==> config.mk <==
export PLATFORM = sky130hd
export DESIGN_NAME = matmul_result_drain
export DESIGN_NICKNAME = d
export VERILOG_FILES = /design/src/rtl/matmul_result_drain.sv
export SDC_FILE = /design/constraint.sdc
export NUM_CORES = 1
export LEC_CHECK = 0
export ABC_AREA = 0
export BUFFER_PORTS_ARGS = -buffer_cell sky130_fd_sc_hd__buf_2
export CAP_MARGIN = 20
export CORE_MARGIN = 3
export CORE_UTILIZATION = 45
export DETAILED_ROUTE_END_ITERATION = 10
export GPL_TIMING_DRIVEN = 0
export PLACE_DENSITY = 0.67
export RECOVER_POWER = 50
export SYNTH_ARGS = -nofsm -noshare
export SYNTH_HDL_FRONTEND = slang
export SYNTH_SLANG_ARGS = --single-unit
==> constraint.sdc <==
create_clock -name clk_i -period 26.6 [get_ports clk_i]
set_input_delay 2.66 -clock clk_i [delete_from_list [all_inputs] [get_ports clk_i]]
set_output_delay 2.66 -clock clk_i [all_outputs]
set_load 0.01 [all_outputs]
==> src/rtl/matmul_result_drain.sv <==
// Ping-pong result buffer behind the matmul array: captures whole D matrices and drains them one row per beat.
// Optional MATMUL_DRAIN_SAT_EN: shift-and-saturate each element to OUT_W bits on the read path.
module matmul_result_drain #(
    parameter int M     = 2,
    parameter int N     = 2,
    parameter int ACC_W = 32,
    parameter int OUT_W = 8,
    parameter int SHIFT = 0,
    localparam int RW   = (M > 1) ? $clog2(M) : 1,
`ifdef MATMUL_DRAIN_SAT_EN
    localparam int EW   = OUT_W
`else
    localparam int EW   = ACC_W
`endif
) (
    input  logic                                   clk_i,
    input  logic                                   rst_i,
    input  logic signed [M-1:0][N-1:0][ACC_W-1:0]  D_i,
    input  logic                                   valid_in,
    output logic                                   ready_in,
    output logic [N*EW-1:0]                        row_o,
    output logic [RW-1:0]                          row_idx_o,
    output logic                                   last_o,
    output logic                                   valid_out,
    input  logic                                   ready_out,
    output logic [1:0]                             occ_o
);

    logic [M-1:0][N-1:0][ACC_W-1:0] slot_reg [2];
    logic [1:0]    occ_reg;
    logic          wr_ptr_reg;
    logic          rd_ptr_reg;
    logic [RW-1:0] row_reg;

    logic push;
    logic beat;
    logic row_is_last;
    logic pop_last;

    // ready_in depends only on registered occupancy, so a same-cycle pop never frees the slot early.
    assign ready_in    = !rst_i && (occ_reg != 2'd2);
    assign valid_out   = (occ_reg != 2'd0);
    assign push        = valid_in && ready_in;
    assign beat        = valid_out && ready_out;
    assign row_is_last = (row_reg == RW'(M - 1));
    assign pop_last    = beat && row_is_last;

    assign row_idx_o = row_reg;
    assign last_o    = valid_out && row_is_last;
    assign occ_o     = occ_reg;

    generate
        for (genvar gi = 0; gi < N; gi++) begin : g_elem
            logic signed [ACC_W-1:0] elem;
            logic        [EW-1:0]    elem_out;

            assign elem = $signed(slot_reg[rd_ptr_reg][row_reg][gi]);
`ifdef MATMUL_DRAIN_SAT_EN
            localparam logic signed [ACC_W-1:0] SAT_MAX = ACC_W'((2 ** (OUT_W - 1)) - 1);
            localparam logic signed [ACC_W-1:0] SAT_MIN = ~SAT_MAX;
            logic signed [ACC_W-1:0] shifted;

            assign shifted  = elem >>> SHIFT;
            assign elem_out = (shifted > SAT_MAX) ? SAT_MAX[OUT_W-1:0] :
                              (shifted < SAT_MIN) ? SAT_MIN[OUT_W-1:0] :
                                                    shifted[OUT_W-1:0];
`else
            assign elem_out = elem;
`endif
            // Empty buffer presents zeros rather than stale slot contents.
            assign row_o[(gi+1)*EW-1 -: EW] = valid_out ? elem_out : '0;
        end
    endgenerate

    always_ff @(posedge clk_i) begin
        if (push) begin
            slot_reg[wr_ptr_reg] <= D_i;
        end
    end

    always_ff @(posedge clk_i) begin
        if (rst_i) begin
            occ_reg    <= 2'd0;
            wr_ptr_reg <= 1'b0;
            rd_ptr_reg <= 1'b0;
            row_reg    <= '0;
        end else begin
            if (push) begin
                wr_ptr_reg <= ~wr_ptr_reg;
            end
            if (beat) begin
                if (row_is_last) begin
                    row_reg    <= '0;
                    rd_ptr_reg <= ~rd_ptr_reg;
                end else begin
                    row_reg <= row_reg + RW'(1);
                end
            end
            case ({push, pop_last})
                2'b10:   occ_reg <= occ_reg + 2'd1;
                2'b01:   occ_reg <= occ_reg - 2'd1;
                default: occ_reg <= occ_reg;
            endcase
        end
    end

endmodule

==> impl_metrics.json <==
{
  "whs_path_depth": 2,
  "final_common_cell": "edfxtp_1",
  "cpPeakStageDelay_ns": 2.39,
  "fin_crit_ns": 6.15,
  "grt_usage_pct": 16.7,
  "critPathLaunchType": "input port",
  "synth_cell_types": 23,
  "syn_inst": 438,
  "critPathRequiredTime_ns": 26.64,
  "dr.pass1.iters": 4,
  "path_cells": "clkbuf_1, nor2_1, and3_1, clkbuf_1",
  "maxCapViolCount": 2,
  "syn2layout_area_growth_pct": 22.2,
  "hold_viol_final": 0,
  "synth_fp_nets": 571,
  "numCtsBuffers": 27,
  "hpwlAfterDp_um": 14300,
  "antenna_left": 0,
  "rr_worst_depth": 4,
  "holdWs_ns": 0.523,
  "crit_arrival_ns": 6.19,
  "multi_input_area_sq_um": 1990,
  "vias": 5079,
  "ir_worst_vdd_v": 0.0000475,
  "clk_path_buf_depth": 3,
  "crit_path_end_kind": "register",
  "grt_max_degree": 59,
  "critPathMaxFanout": 58,
  "worstSetupPathType": "input port to register",
  "hold_class": "register to register",
  "yosys_warnings": 0,
  "wl_per_cell_um": 20.3,
  "tightest_slew_ns": 3.33,
  "clock_skew_ns": 0.00761,
  "cts_tree": "built",
  "postCtsSetupRepairBufs": 0,
  "min-delay-start": "rd_ptr_reg",
  "rr_startpoint": "occ_o[0]",
  "drt-initial-drc-count": 278,
  "initial_utilization_pct": 46.6,
  "power.density_cell_area_nw_per_um2": 73.5,
  "critPathLaunch": "rst_i",
  "n_fill_cell": 1685,
  "grt_pass1_wl_um": 31100,
  "clock-sinks": 262,
  "setup_ws_ns": 20.45,
  "syn_area_per_cell_sq_um": 22.7,
  "drc": 0,
  "regArea_sq_um": 7810,
  "overflow": 0,
  "clock_latency_ns": 0.51,
  "final_max_slew_viol_count": 116,
  "max_freq_mhz": 163,
  "largest_reg_flops": 256,
  "placementRows": 53,
  "nNetsFinal": 820,
  "cts.htree.levels": 1,
  "clock-root-buffer": "clkbuf_16",
  "routabilityCongestion": 0.731,
  "drive_gt1_share_pct": 35.7,
  "fp.coreArea_sq_um": 21400,
  "wirelength_um": 19900,
  "io_buffers": 200,
  "die_area_sq_um": 23900,
  "report.final.setup_viol": 0,
  "die_w_um": 155,
  "path_common_cell": "clkbuf_1",
  "slew-limit-headroom_pct": -122,
  "antenna_found_initial": 1,
  "ctsResizeCount": 0,
  "setup_tns_ns": 0,
  "synth_area_sq_um": 9950,
  "cts.clk_slew.worst_paths_ns": 0.06,
  "p_leak_nw": 4.23,
  "crit_path_top_delay_cell": "clkbuf_1",
  "first_global_vias": 5690,
  "rsz0062_at_grt": "no",
  "synth-seq-cells": 262,
  "cts_hold_buf": 0,
  "power.total_uw": 893,
  "ios": 202,
  "violations": "max-capacitance violations, max-slew violations",
  "avgViaCountPerCell": 5.18,
  "fp.dieH_um": 155,
  "pre_cts_slack_ns": 20.67,
  "post-route-period-util_pct": 23.1,
  "yosysSeqAreaShare_pct": 78.5,
  "final_cell_mix": "256 x edfxtp_1, 128 x buf_2, 93 x clkbuf_1, 65 x and2_1, 64 x mux4_2",
  "status": "complete, but fails checks"
}
## power by group
group	leakage (nW)	internal, mW	total, mW	switching, mW
registers	2.40	0.472	0.476	0.00410
logic	1.43	0.0325	0.0717	0.0392
clock network	0.401	0.203	0.345	0.142
## cell families (layout without fill, tap and decap cells)
| group | after synthesis | in the layout | share of synthesized area, % |
|---|---|---|---|
| flip-flops | 262 | 262 | 78.5 |
| AND/OR/NAND/NOR | 77 | 77 | 4.69 |
| multiplexers | 64 | 64 | 14.5 |
| buffers and inverters | 25 | 292 | 1.53 |
| AO/OA/AOI/OAI | 5 | 5 | 0.302 |
| XOR/XNOR | 4 | 4 | 0.352 |
| adder cells (fa/ha/maj) | 1 | 1 | 0.126 |
| other | 0 | 1 | 0 |
## per-layer routing
layer / track usage, % / part of all wire, % / vias up
li1: - / - / 2281
met5: 0 / 0.065 / -
met4: 4.88 / 2.9 / 2
met1: 21.0 / 39 / 2592
met3: 3.69 / 6.5 / 38
met2: 29.3 / 52 / 166
## critical path: cells and delay by family
kind          cells  cell delay, ns
buf+inv           2            2.57
simple gates      2            0.89
## cell type report
type | instances | share of cell area, %
flip-flops and latches | 262 | 64.3
multi-input cells | 151 | 16.3
repair buffers | 220 | 8.59
clock buffers | 30 | 5.65
well taps | 275 | 2.83
plain buffers | 22 | 1.16
clock inverters | 17 | 1.05
inverters | 3 | 0.0927
diodes | 1 | 0.0206
## cells in the mapped netlist
| cell type | n | area, sq um |
|---|---|---|
| or3_1 | 1 | 6.26 |
| and3_1 | 1 | 6.26 |
| ha_1 | 1 | 12.5 |
| xnor2_1 | 1 | 8.76 |
| edfxtp_1 | 256 | 7690 |
| buf_1 | 1 | 3.75 |
| o21ai_0 | 2 | 10.0 |
| xor2_1 | 3 | 26.3 |
| nor2b_1 | 1 | 6.26 |
| dfxtp_1 | 6 | 120 |
| nand2b_1 | 1 | 6.26 |
| buf_2 | 5 | 25.0 |
| a21oi_1 | 1 | 5.00 |
| nand2_1 | 1 | 3.75 |
| or2_2 | 1 | 6.26 |
| nor4_1 | 1 | 6.26 |
| buf_6 | 7 | 78.8 |
| o211ai_1 | 2 | 15.0 |
| and2_1 | 65 | 407 |
| clkbuf_1 | 9 | 33.8 |
| nor2_1 | 5 | 18.8 |
| mux4_2 | 64 | 1440 |
| inv_1 | 3 | 11.3 |
## final timing paths
path / endpoint / slack (ns)
max: slot_reg[1][44] / 20.45
min: register / 0.52
max reg2reg: slot_reg[1][44] / 22.24
min reg2reg: register / 0.52
## through the flow
step	cells	util [%]	area, sq um
after floorplan	438	-	9950
after global placement	913	52.9	11300
after detailed placement	933	53.8	11500
after CTS	980	57.7	12300
after global routing	980	56.9	12100
final	981	56.9	12200
(Power assumes the default switching activity.)
